`config.mk`:
```
export PLATFORM = sky130hd
export DESIGN_NAME = jvm_operand_queue
export DESIGN_NICKNAME = d
export VERILOG_FILES = /design/src/rtl/jvm_operand_queue_pkg.sv /design/src/rtl/jvm_operand_queue_sync_fifo.sv /design/src/rtl/jvm_operand_queue.sv
export SDC_FILE = /design/constraint.sdc
export NUM_CORES = 1
export LEC_CHECK = 0
export CORE_ASPECT_RATIO = 0.9
export CORE_UTILIZATION = 30
export CTS_BUF_LIST = sky130_fd_sc_hd__clkbuf_16
export DETAILED_ROUTE_END_ITERATION = 12
export HOLD_SLACK_MARGIN = 0.03
export PLACE_DENSITY = 0.48
export RECOVER_POWER = 25
export SYNTH_ARGS = -nofsm -noshare
export SYNTH_HDL_FRONTEND = slang
export SYNTH_HIERARCHICAL = 1
export SYNTH_SLANG_ARGS = --single-unit
```
`constraint.sdc`:
```
create_clock -name clk -period 5.3 [get_ports clk]
set_input_delay 1.06 -clock clk [delete_from_list [all_inputs] [get_ports clk]]
set_output_delay 1.06 -clock clk [all_outputs]
set_load 0.005 [all_outputs]
```
`src/rtl/jvm_operand_queue_pkg.sv`:
```
// Shared constants for the JVM operand queue.
//   OPQ_WORD_W    : width of an extended operand
//   OPQ_LEN_W     : width of the byte-count field stored with each operand
//   OPQ_MAX_BYTES : longest operand the assembler accepts
//   opq_state_e   : assembler FSM encodings
package jvm_operand_queue_pkg;

  localparam int OPQ_WORD_W = 32;
  localparam int OPQ_LEN_W  = 3;
  localparam int OPQ_ENTRY_W = OPQ_LEN_W + OPQ_WORD_W;

  localparam logic [OPQ_LEN_W-1:0] OPQ_MAX_BYTES = 3'd4;

  typedef enum logic [1:0] {
    OPQ_IDLE  = 2'd0,
    OPQ_ACCUM = 2'd1,
    OPQ_HOLD  = 2'd2
  } opq_state_e;

endpackage

```
`src/rtl/jvm_operand_queue_sync_fifo.sv`:
```
// First-word-fall-through synchronous FIFO.
//   clk, reset   : clock, synchronous active-high reset
//   clear        : empties the FIFO (same effect as reset on pointers/count)
//   push, push_data : write request; accepted when not full or when popping
//   pop          : read request; ignored while empty
//   rd_data      : head entry, combinational from the read pointer
//   count, full, empty : occupancy status
module jvm_operand_queue_sync_fifo #(
  parameter int DEPTH = 4,
  parameter int WIDTH = 35,
  parameter int CNT_W = $clog2(DEPTH + 1)
) (
  input  logic             clk,
  input  logic             reset,
  input  logic             clear,
  input  logic             push,
  input  logic [WIDTH-1:0] push_data,
  input  logic             pop,
  output logic [WIDTH-1:0] rd_data,
  output logic [CNT_W-1:0] count,
  output logic             full,
  output logic             empty
);

  localparam int PTR_W = $clog2(DEPTH);

  logic [PTR_W-1:0] wr_ptr_q, wr_ptr_d;
  logic [PTR_W-1:0] rd_ptr_q, rd_ptr_d;
  logic [CNT_W-1:0] count_q, count_d;
  logic [WIDTH-1:0] mem_q [DEPTH];
  logic [WIDTH-1:0] mem_d [DEPTH];
  logic             do_push;
  logic             do_pop;

  assign full    = (count_q == CNT_W'(DEPTH));
  assign empty   = (count_q == '0);
  assign count   = count_q;
  assign rd_data = mem_q[rd_ptr_q];

  // A pop frees the slot the push needs, so a full FIFO can still take a write.
  assign do_pop  = pop & ~empty;
  assign do_push = push & (~full | do_pop);

  always_comb begin
    wr_ptr_d = wr_ptr_q;
    rd_ptr_d = rd_ptr_q;
    count_d  = count_q;
    mem_d    = mem_q;
    if (clear) begin
      wr_ptr_d = '0;
      rd_ptr_d = '0;
      count_d  = '0;
    end else begin
      if (do_push) begin
        mem_d[wr_ptr_q] = push_data;
        wr_ptr_d        = wr_ptr_q + 1'b1;
      end
      if (do_pop) begin
        rd_ptr_d = rd_ptr_q + 1'b1;
      end
      if (do_push && !do_pop) begin
        count_d = count_q + 1'b1;
      end else if (do_pop && !do_push) begin
        count_d = count_q - 1'b1;
      end
    end
  end

  always_ff @(posedge clk) begin
    if (reset) begin
      wr_ptr_q <= '0;
      rd_ptr_q <= '0;
      count_q  <= '0;
    end else begin
      wr_ptr_q <= wr_ptr_d;
      rd_ptr_q <= rd_ptr_d;
      count_q  <= count_d;
    end
  end

  // Storage carries data only, so it is never reset.
  always_ff @(posedge clk) begin
    mem_q <= mem_d;
  end

endmodule

```
`src/rtl/jvm_operand_queue.sv`:
```
// Assembles 1..4 MSB-first JVM operand bytes into one operand, sign- or
// zero-extends it to 32 bits and queues it for the ARM code emitter.
//   clk, reset          : clock, synchronous active-high reset
//   byte_valid/byte_in  : operand byte beat from instruction RAM
//   byte_last, sign_ext : final-byte marker and extension mode for it
//   flush               : drops the partial operand and all queued entries
//   out_ready           : consumer takes the head entry
//   out_valid/out_data/out_len : head entry (FWFT)
//   count               : FIFO occupancy
//   waiting             : stall request back to the bytecode state machine
//   overflow            : sticky, set on any dropped byte; cleared by reset
module jvm_operand_queue
  import jvm_operand_queue_pkg::*;
#(
  parameter int DEPTH = 4,
  parameter int CNT_W = $clog2(DEPTH + 1)
) (
  input  logic                  clk,
  input  logic                  reset,
  input  logic                  byte_valid,
  input  logic [7:0]            byte_in,
  input  logic                  byte_last,
  input  logic                  sign_ext,
  input  logic                  flush,
  input  logic                  out_ready,
  output logic                  out_valid,
  output logic [OPQ_WORD_W-1:0] out_data,
  output logic [OPQ_LEN_W-1:0]  out_len,
  output logic [CNT_W-1:0]      count,
  output logic                  waiting,
  output logic                  overflow
);

  opq_state_e state_q, state_d;

  // Only the three most recent bytes can still matter once the last one arrives.
  logic [23:0]            acc_q, acc_d;
  logic [OPQ_LEN_W-1:0]   nbytes_q, nbytes_d;
  logic [OPQ_ENTRY_W-1:0] hold_q, hold_d;
  logic                   overflow_q, overflow_d;

  logic                   fifo_push;
  logic [OPQ_ENTRY_W-1:0] fifo_push_data;
  logic [OPQ_ENTRY_W-1:0] fifo_rd_data;
  logic                   fifo_full;
  logic                   fifo_empty;
  logic                   pop_fire;
  logic                   fifo_space;
  logic [OPQ_LEN_W-1:0]   last_len;
  logic [OPQ_WORD_W-1:0]  word;
  logic [OPQ_WORD_W-1:0]  word_ext;

  function automatic logic [OPQ_WORD_W-1:0] extend(input logic [OPQ_WORD_W-1:0] w,
                                                   input logic [OPQ_LEN_W-1:0] len,
                                                   input logic sx);
    logic [OPQ_WORD_W-1:0] r;
    case (len)
      3'd1:    r = {{24{sx & w[7]}},  w[7:0]};
      3'd2:    r = {{16{sx & w[15]}}, w[15:0]};
      3'd3:    r = {{8{sx & w[23]}},  w[23:0]};
      default: r = w;
    endcase
    return r;
  endfunction

  assign pop_fire   = out_ready & ~fifo_empty;
  assign fifo_space = ~fifo_full | pop_fire;
  assign last_len   = nbytes_q + 3'd1;
  assign word       = {acc_q, byte_in};
  assign word_ext   = extend(word, last_len, sign_ext);

  // State register
  always_ff @(posedge clk) begin
    if (reset) begin
      state_q    <= OPQ_IDLE;
      acc_q      <= '0;
      nbytes_q   <= '0;
      overflow_q <= 1'b0;
    end else begin
      state_q    <= state_d;
      acc_q      <= acc_d;
      nbytes_q   <= nbytes_d;
      overflow_q <= overflow_d;
    end
  end

  always_ff @(posedge clk) begin
    hold_q <= hold_d;
  end

  // Next-state and assembler update; flush overrides every other input.
  always_comb begin
    state_d        = state_q;
    acc_d          = acc_q;
    nbytes_d       = nbytes_q;
    hold_d         = hold_q;
    overflow_d     = overflow_q;
    fifo_push      = 1'b0;
    fifo_push_data = hold_q;
    if (flush) begin
      state_d  = OPQ_IDLE;
      acc_d    = '0;
      nbytes_d = '0;
    end else if (state_q == OPQ_HOLD) begin
      if (byte_valid) begin
        overflow_d = 1'b1;
      end
      if (fifo_space) begin
        fifo_push = 1'b1;
        state_d   = OPQ_IDLE;
      end
    end else if (byte_valid) begin
      if (!byte_last) begin
        if (nbytes_q == OPQ_MAX_BYTES) begin
          overflow_d = 1'b1;
        end else begin
          acc_d    = {acc_q[15:0], byte_in};
          nbytes_d = nbytes_q + 3'd1;
          state_d  = OPQ_ACCUM;
        end
      end else begin
        // Every outcome of a last byte leaves the assembler empty.
        acc_d    = '0;
        nbytes_d = '0;
        state_d  = OPQ_IDLE;
        if (nbytes_q == OPQ_MAX_BYTES) begin
          overflow_d = 1'b1;
        end else if (fifo_space) begin
          fifo_push      = 1'b1;
          fifo_push_data = {last_len, word_ext};
        end else begin
          hold_d  = {last_len, word_ext};
          state_d = OPQ_HOLD;
        end
      end
    end
  end

  // Outputs
  always_comb begin
    waiting   = fifo_full | (state_q == OPQ_HOLD);
    out_valid = ~fifo_empty;
    out_data  = fifo_rd_data[OPQ_WORD_W-1:0];
    out_len   = fifo_rd_data[OPQ_ENTRY_W-1:OPQ_WORD_W];
    overflow  = overflow_q;
  end

  jvm_operand_queue_sync_fifo #(
    .DEPTH (DEPTH),
    .WIDTH (OPQ_ENTRY_W),
    .CNT_W (CNT_W)
  ) u_fifo (
    .clk       (clk),
    .reset     (reset),
    .clear     (flush),
    .push      (fifo_push),
    .push_data (fifo_push_data),
    .pop       (out_ready),
    .rd_data   (fifo_rd_data),
    .count     (count),
    .full      (fifo_full),
    .empty     (fifo_empty)
  );

endmodule

```
; ---- Word-level counts from Yosys, hierarchy flattened
; Index checks and enable logic that the tools add are counted.
[totals]
inputBits = 15
ff_bits = 212
[op_classes]
magnitude_cmp = 3
n_reduce_logical = 15
n_mux = 36
eq_ne = 9
add_sub_neg = 5
bitwise = 15
[op_table]
columns = cell, count
row1 = $mux 35, 9
row2 = $bwmux 140, 1
row3 = $pmux 32 s3, 1
row4 = $bmux 35 s2, 1
row5 = $demux 35 s2, 1
row6 = $mux 24, 2
row7 = $mux 2, 7
row8 = $mux 3, 4
row9 = $mux 1, 10
row10 = $reduce_and 3->1, 3
row11 = $add 3x1->3 const B, 2
row12 = $eq 3x2->1 const B, 2
row13 = $eq 3x3->1 const B, 2
row14 = $ge 3x3->1 const B, 2
row15 = $not 1->1, 6
row16 = $not 2->3, 2
row17 = $reduce_and 6->1, 1
row18 = $reduce_bool 2->1, 3
row19 = $and 1x1->1, 5
row20 = $add 2x1->2 const B, 2
row21 = $ne 2x2->1 const B, 2
row22 = $eq 3x1->1 const B, 1
row23 = $logic_and 1x1->1, 3
row24 = $logic_not 3->1, 1
row25 = 8 further kinds, 10

; ---- Longest topological paths before layout
; Gate-level depths: netlist of run 1.
[logic_depth]
ltp_word = 15
ltp_mapped = 13

; ---- Cells and area by module
; The synthesis of run 1 kept the hierarchy.
[by_module_without_submodules]
columns = module, cells_per_inst, area_each_um2, n_inst
row1 = jvm_operand_queue_sync_fifo, 232, 5506.5, 1
row2 = jvm_operand_queue, 237, 3047.9, 1

; ---- Least setup slack after synthesis of run 1
; OpenSTA, ideal clock, no wires.
[synth_path]
path_type = input to register
startpoint = in byte_valid
endpoint = reg u_fifo/mem_q[0] in the netlist's numbering, enable pin
path_stages = 5
t_arrival_ns = 4.538
t_required_ns = 4.822
path_slack_ns = 0.284
cell_sequence = buf_2 nand4_2 a211oi_1 nand2_2 nor3b_1
[synth_between]
elab_chain_len = 5
[synth_lines]
columns = item, line_no
row1 = "start, declared", jvm_operand_queue.sv:20  ; input logic byte_valid,
row2 = $mux 1, jvm_operand_queue.sv:112  ; end else if (byte_valid) begin
row3 = $mux 1, jvm_operand_queue.sv:104  ; end else if (state_q == OPQ_HOLD) begin
row4 = $mux 1, jvm_operand_queue.sv:100  ; if (flush) begin
row5 = named net fifo_push, jvm_operand_queue.sv:42  ; logic fifo_push;
row6 = $and 1x1->1, jvm_operand_queue_sync_fifo.sv:42  ; assign do_push = push & (~full | do_pop);
row7 = $reduce_and 2->1 (no line), n/a
row8 = "end signal, assigned", jvm_operand_queue_sync_fifo.sv:83  ; mem_q <= mem_d;
row9 = "end, declared", jvm_operand_queue_sync_fifo.sv:30  ; logic [WIDTH-1:0] mem_q [DEPTH];
; The timed path passes the listed nets, and every way through them passes these cells.
; A chain may end at the register's enable or synchronous reset.

; ---- Final worst setup path of run 1
[layout_path]
startpoint = reg u_fifo.rd_ptr_q[0]
endpoint = out out_data[14]
[layout_between]
elab_chain_len = 4
[layout_lines]
columns = item, line_no
row1 = "start, declared", jvm_operand_queue_sync_fifo.sv:28  ; logic [PTR_W-1:0] rd_ptr_q, rd_ptr_d;
row2 = "start signal, assigned", jvm_operand_queue_sync_fifo.sv:76  ; rd_ptr_q <= rd_ptr_d;
row3 = $not 2->3 (implied by the code), jvm_operand_queue_sync_fifo.sv:38  ; assign rd_data = mem_q[rd_ptr_q];
row4 = $bmux 35 s2, jvm_operand_queue_sync_fifo.sv:38
row5 = $mux 35 (implied by the code) (2 in series), jvm_operand_queue_sync_fifo.sv:38
row6 = "end, declared", jvm_operand_queue.sv:27  ; output logic [OPQ_WORD_W-1:0] out_data,
; Every way passes these cells. The select of a mux whose other input is x is not followed.

==> results of run 1 <==
[kinds of logic after synthesis]
kind of cell             after synthesis  share of synthesized area, %
flip-flops                           212                          70.1
AO/OA/AOI/OAI                         72                          5.85
multiplexers                          71                          15.3
AND/OR/NAND/NOR                       63                          3.83
buffers and inverters                 36                          2.82
adder cells (fa/ha/maj)               10                          1.55
XOR/XNOR                               5                         0.600
[worst min-delay path: stages (launching register included)]
cell and delay [ps]:
dfxtp_1 330, a31oi_1 40, nor2_1 70
[synth_stat cells (2+ instances only)]
| master | number |
|---|---|
| edfxtp_1 | 175 |
| nor2_1 | 33 |
| buf_2 | 6 |
| nand3_1 | 5 |
| o31ai_1 | 2 |
| a31oi_1 | 2 |
| inv_1 | 10 |
| nand2_1 | 3 |
| nor3b_1 | 6 |
| ha_1 | 9 |
| o21ai_0 | 3 |
| xor2_1 | 4 |
| a211oi_1 | 5 |
| a21oi_1 | 4 |
| o211ai_1 | 2 |
| o22ai_1 | 24 |
| mux4_2 | 35 |
| clkbuf_1 | 8 |
| dfxtp_1 | 37 |
| a21o_1 | 24 |
| mux2_2 | 5 |
| or3_1 | 3 |
| buf_6 | 5 |
| mux2_4 | 30 |
| buf_12 | 3 |
[where the power goes]
group | internal (mW) | switching [mW] | leakage (nW) | total [mW]
clock | 0.783 | 0.598 | 0.357 | 1.38
sequential | 1.81 | 0.0128 | 1.88 | 1.83
combinational | 0.0834 | 0.0913 | 1.29 | 0.175
total | 2.68 | 0.702 | 3.53 | 3.38
[state kept, by name (all words and copies together) (netlist names)]
register / count
u_fifo/rd_ptr_q: 2
nbytes_q: 3
state_q: 2
u_fifo/count: 3
acc_q: 24
u_fifo/wr_ptr_q: 2
overflow: 1
hold_q: 35
u_fifo/mem_q: 140
[per-stage QoR]
| stage | std cells | instance area [µm²] | utilization (%) | power (mW) | hold slack, ps |
|---|---|---|---|---|---|
| 3_3_place_gp | 867 | 9440 | 33.7 | 2.04 | 456 |
| 4_1_cts | 909 | 10100 | 36.1 | 3.43 | 480 |
| 5_1_grt | 909 | 10100 | 36.0 | 3.51 | 492 |
| 2_1_floorplan | 469 | 8550 | - | 1.97 | 433 |
| 6_report | 909 | 10100 | 36.0 | 3.38 | 476 |
| 3_5_place_dp | 867 | 9440 | 33.7 | 2.04 | 468 |
[metal layers]
metal | up-vias | GRT usage (%) | wire length, µm
li1 | 1995 | - | -
met1 | 2217 | 17.0 | 8260
met2 | 92 | 19.4 | 8170
met3 | 18 | 2.33 | 781
met4 | 0 | 2.94 | 208
met5 | - | 0 | 0
[layout make-up]
cell class / count / area (µm²) / area share (%)
inverters: 11 / 41.3 / 0.410
well taps: 360 / 450 / 4.47
repair buffers: 63 / 607 / 6.02
clock inverters: 19 / 80.1 / 0.795
multi-input cells: 221 / 2320 / 23.1
flip-flops and latches: 212 / 6000 / 59.5
clock buffers: 23 / 576 / 5.71
[worst min path at each step]
stage | startpoint | endpoint | slack, ps | depth (start not counted)
2_1_floorplan | state_q[0] | state_q[0] | 430 | 2
3_3_place_gp | state_q[0] | state_q[0] | 460 | 2
3_5_place_dp | state_q[0] | state_q[0] | 470 | 2
4_1_cts | state_q[0] | state_q[0] | 480 | 2
5_1_grt | state_q[0] | state_q[0] | 490 | 2
6_report | overflow | overflow | 480 | 2
[placed cells by master, fill, tap and decap left out, types with 2 or more instances in the layout]
master	n
a211oi_1	5
a21o_1	24
a21oi_1	4
a31oi_1	2
buf_4	7
clkbuf_16	23
clkdlybuf4s50_1	40
clkinv_1	7
clkinv_2	3
dfxtp_1	35
dfxtp_2	2
dlygate4sd3_1	15
edfxtp_1	175
ha_1	9
inv_1	19
mux2_2	5
mux2_4	30
mux4_2	35
nand2_1	3
nand3_1	5
nand4_1	2
nor2_1	33
nor3b_1	2
nor3b_2	4
o211a_1	2
o211ai_1	2
o21ai_0	3
o22ai_1	24
o31ai_1	2
or3_1	2
xor2_1	4
==> reports/results.txt, run 1 <==
Status: finished, violations left
Failing checks: max-capacitance violations, max-slew violations
Distinct cells, synth: 51
Worst path bufs/invs: 2
Relative slew slack: -46.7%
DRT iter0 DRCs: 234
Ant. Diodes: 0
Hold Buf Count CTS: 0
Cell taking the most area after synthesis: edfxtp_1
Final GP Congestion: 0.732
Number of global-route vias before repair: 4,495
Core Area: 28,000 µm²
Startpoint types: flop
Worst-case clock buffer depth: 3
R2R Path End: hold_q[26]
Crit path DAT: 2910 ps
Post-synth top flop: edfxtp_1
Synth area leaders: edfxtp_1, mux4_2, dfxtp_1
Rows: 58
Layout cell share with drive strength beyond 1: 20.9%
Drt drc: 0
Fin nets: 557
FF-to-FF setup slack: 1810 ps
H-Tree Depth: 1
DP Wirelength: 10,400 µm
Fmax: 252 MHz
EDFF count, synth: 175
CP endpoint: out_data[14]
Worst Skew: 8.34 ps
CTS resizes: 0
Min Tclk post-route: 3970 ps
Worst Setup End Kind: output port
FILL cells: 2,627
Fin crit share: 74.8%
Grt total ovfl: 0
Synthesized cell area: 8550 µm²
Routed WL: 17,400 µm
Setup WS pre-CTS: 1300 ps
Least-Margin Pin Slew: 2200 ps
First-pass GRT wire length: 27,000 µm
RR Startpoint: u_fifo/count[2]
YS warnings: 6
Vias: 4,322
CP cell instances: buf_4 -> mux4_2 -> clkdlybuf4s50_1
Die X: 180 µm
Share of the synthesized area in the top cell type: 61.4%
Leak: 3.53 nW
Post-Syn Nets: 494
Post-DRT Antenna Nets: 0
Min-Delay Path Class: reg2reg
Insertion delay to the later sink of the worst-skew pair: 500 ps
RSZ-0062 raised after global routing: false
Max cap viols: 1
CP top delay family: buffers and inverters
DR vias/cell: 4.75
Routed len/inst: 19.2 µm
Largest net degree at the start of global routing: 37
Area Growth Syn to Fin: 17.8%
Initial Util: 30.5%
Critical path depth: 3
Drt pass-1 iters: 4
Critical setup path kind: reg2out
Final hold viol count: 0
Number of port buffers: 55
Num Clock Sinks: 212
Final setup viols: 0
Proportion of synthesized chip area in sequential cells: 70.1%
CTS Buf Count: 23
Clk root buf: clkbuf_16
Max stage delay on crit path: 700 ps
# Post-CTS Setup Buffers: 0
Post-synthesis instance total: 469
Fin. max-slew vios: 36
Syn Area/Cell: 18.2 µm²
Req. time, crit path: 4240 ps
GR Util All Layers: 12.1%
Antenna violations before repair: 0
Worst Slack Setup Final: 1330 ps
CTS tree: done
Height of the chip: 162 µm
Crit Path Max Fanout: 23
CP max-delay cell: dfxtp_2
#FFs+latches synth: 212
FFs w/ async S/R, synth: 0%
Worst Reg2Reg Path Length in Cells: 4
Die ar.: 29,200 µm²
VDD IR max: 0.173 mV
Crit path launch: u_fifo/rd_ptr_q[0]
Reg clk slew, reported paths: 60 ps
IO Pins: 56
Post-route setup TNS: 0 ps
Pwr dens: 335 nW/µm²
No activity file was read; power rests on OpenSTA's default activity.
==> run 2: changes to the inputs <==
- clock period: 5.3 -> 3.4 ns (I/O delays scaled with it)
==> run 2 against run 1 <==
  * Critical endpoint is now u_fifo/count[2]
  * Sequential share of layout area decreased by 0.71 points
  * The flow now finishes without violations
  * Core utilization increased by 0.43 points
  * Worst hold slack got worse by 11 ps
  * Largest cell class unchanged
==> reports/results.txt, run 2 (synthesized netlist as in run 1, its figures left out) <==
Reg clk slew, reported paths: 60 ps (about the same)
Critical setup path kind: reg2reg (was reg2out)
Placed cell area: 9610 µm² (was 9440 µm²)
Most frequent cells in the layout: edfxtp_1, clkdlybuf4s50_1, dfxtp_1, mux4_2, nor2_1 (unchanged)
Pwr dens: 515 nW/µm² (was 335 nW/µm²)
Status: completed (was finished, violations left)
Max stage delay on crit path: 380 ps (was 700 ps)
Die ar.: 29,200 µm² (unchanged)
DR vias/cell: 4.81 (was 4.75)
CTS tree: done (unchanged)
Relative slew slack: 13.3% (was -46.7%)
Setup WS pre-CTS: 172 ps (was 1300 ps)
Min-Delay Startpoint: state_q[0] (was overflow)
First-pass GRT wire length: 28,000 µm (was 27,000 µm)
Min-Delay Path Class: reg2reg (unchanged)
Routed WL: 17,800 µm (was 17,400 µm)
Worst Setup End Kind: flop (was output port)
Leak: 3.61 nW (was 3.53 nW)
Final setup viols: 0 (unchanged)
Area Growth Syn to Fin: 19.2% (was 17.8%)
Fin. max-slew vios: 0 (was 36)
Worst-case clock buffer depth: 3 (unchanged)
Crit path DAT: 3410 ps (was 2910 ps)
RSZ-0062 raised after global routing: false (unchanged)
Max reg flops: 140 (unchanged)
Crit-path most repeated cell: inv_1
Height of the chip: 162 µm (unchanged)
WL met2: 8040 µm (was 8170 µm)
RR Startpoint: nbytes_q[0] (was u_fifo/count[2])
Antenna violations before repair: 0 (unchanged)
Final Total Pwr: 5.26 mW (was 3.38 mW)
Top Metal Used: met4 (unchanged)
Met3 wire length: 801 µm (was 781 µm)
Largest net degree at the start of global routing: 36 (was 37)
Worst Reg2Reg Path Length in Cells: 13 (was 4)
Routed len/inst: 19.3 µm (was 19.2 µm)
Largest regs: u_fifo/mem_q: 140 flops, hold_q: 35 flops, acc_q: 24 flops (unchanged)
Layout cell share with drive strength beyond 1: 21.9% (was 20.9%)
Hold Buf Count CTS: 0 (unchanged)
Worst Slack Setup Final: 413 ps (was 1330 ps)
Post-DRT Antenna Nets: 0 (unchanged)
CTS Buf Count: 22 (was 23)
# Post-CTS Setup Buffers: 0 (unchanged)
Rows: 58 (unchanged)
CP max-delay cell: a211oi_1 (was dfxtp_2)
Fmax: 335 MHz
Commonest non-fill, non-tap cell in the layout: edfxtp_1 (unchanged)
DP Wirelength: 10,800 µm (was 10,400 µm)
Final hold viol count: 0 (unchanged)
Fin crit share: 87.8%
Crit Path Max Fanout: 6 (was 23)
Hold Crit Endpoint: state_q[0] (was overflow)
CP cell instances: inv_1 -> ha_1 -> nand2_1 -> nand4_1 -> a211oi_1 -> nand2_2 -> inv_1 -> ha_1 -> inv_1 -> fa_1 -> xor2_1 -> or3_1 -> a21oi_1 (was buf_4 -> mux4_2 -> clkdlybuf4s50_1)
Drt pass-1 iters: 4 (unchanged)
Vias: 4,427 (was 4,322)
Register with the most flip-flops: u_fifo/mem_q (unchanged)
IO Pins: 56 (unchanged)
Drt drc: 0 (unchanged)
Worst Hold Path Cells: 2 (unchanged)
Initial Util: 30.5% (unchanged)
Max cap viols: 0 (was 1)
Number of global-route vias before repair: 4,770 (was 4,495)
Insertion delay to the later sink of the worst-skew pair: 500 ps (about the same)
GR Util All Layers: 12.6% (was 12.1%)
Met1 Wirelength: 8680 µm (was 8260 µm)
R2R Path End: u_fifo/count[2] (was hold_q[26])
Worst Skew: 13.5 ps (was 8.34 ps)
Grt total ovfl: 0 (unchanged)
Fin nets: 570 (was 557)
Startpoint types: flop (unchanged)
Req. time, crit path: 3830 ps (was 4240 ps)
Clk root buf: clkbuf_16 (unchanged)
H-Tree Depth: 1 (unchanged)
Min Tclk post-route: 2990 ps
Ant. Diodes: 0 (unchanged)
Final GP Congestion: 0.767 (was 0.732)
Number of port buffers: 55 (unchanged)
VDD IR max: 0.310 mV (was 0.173 mV)
FF-to-FF setup slack: 410 ps (was 1810 ps)
Die X: 180 µm (unchanged)
DRT iter0 DRCs: 231 (was 234)
Num Clock Sinks: 212 (unchanged)
Least-Margin Pin Slew: 1300 ps (was 2200 ps)
Post-route setup TNS: 0 ps (unchanged)
CTS resizes: 0 (unchanged)
Post-route cell area: 10,200 µm² (was 10,100 µm²)
Core Area: 28,000 µm² (unchanged)
-- run 2: worst max path at each step --
stage / start / to / slack, ps
2_1_floorplan: nbytes_q[0] / u_fifo/mem_q[0] / -110
5_1_grt: nbytes_q[0] / u_fifo/count[2] / 240
3_3_place_gp: byte_last / u_fifo/count[2] / 290
4_1_cts: u_fifo/rd_ptr_q[0] / out_data[14] / 370
3_5_place_dp: out_ready / u_fifo/count[2] / 170
6_report: nbytes_q[0] / u_fifo/count[2] / 410
-- run 2: final cells by class --
cell class	count	area, µm²
clock inverter	17	67.6
fill	2622	17800
inverter	11	41.3
multi-input combinational	221	2350
sequential	212	6000
timing repair buffer	77	716
clock buffer	23	576
tap	360	450
-- run 2: critical path, delay by kind of cell, from the launching register on --
kind | cells | cell delay [ps]
simple gates | 4 | 760
flops | 1 | 370
xor+xnor | 1 | 180
buf+inv | 3 | 280
fa+ha+maj | 3 | 790
compound gates | 2 | 540
-- run 2: power breakdown --
group	total [mW]	switching, mW	leakage [nW]	internal, mW
registers	2.84	0.0169	1.88	2.82
logic	0.285	0.149	1.38	0.135
clock network	2.13	0.918	0.355	1.21
total	5.26	1.08	3.61	4.17
-- run 2: stage by stage --
step,util [%],hold slack (ps),std cells
after floorplan,-,433,469
after global placement,34.3,449,881
after detailed placement,34.3,456,881
after CTS,36.6,467,921
after global routing,36.4,484,921
final,36.4,465,921
-- run 2: per-layer routing --
metal  GRT usage (%)  vias up
met2            20.1       97
met1            17.6     2291
met5               0        -
met4            2.70        0
li1                -     2014
met3            2.65       25
==> run 3: changes to the inputs <==
- GPL_ROUTABILITY_DRIVEN: not set -> 0
- SKIP_CTS_REPAIR_TIMING: not set -> 1
- SKIP_LAST_GASP: not set -> 1
==> results of run 3 <==
No change in the layout: final DEF, timing and power equal those of run 2.
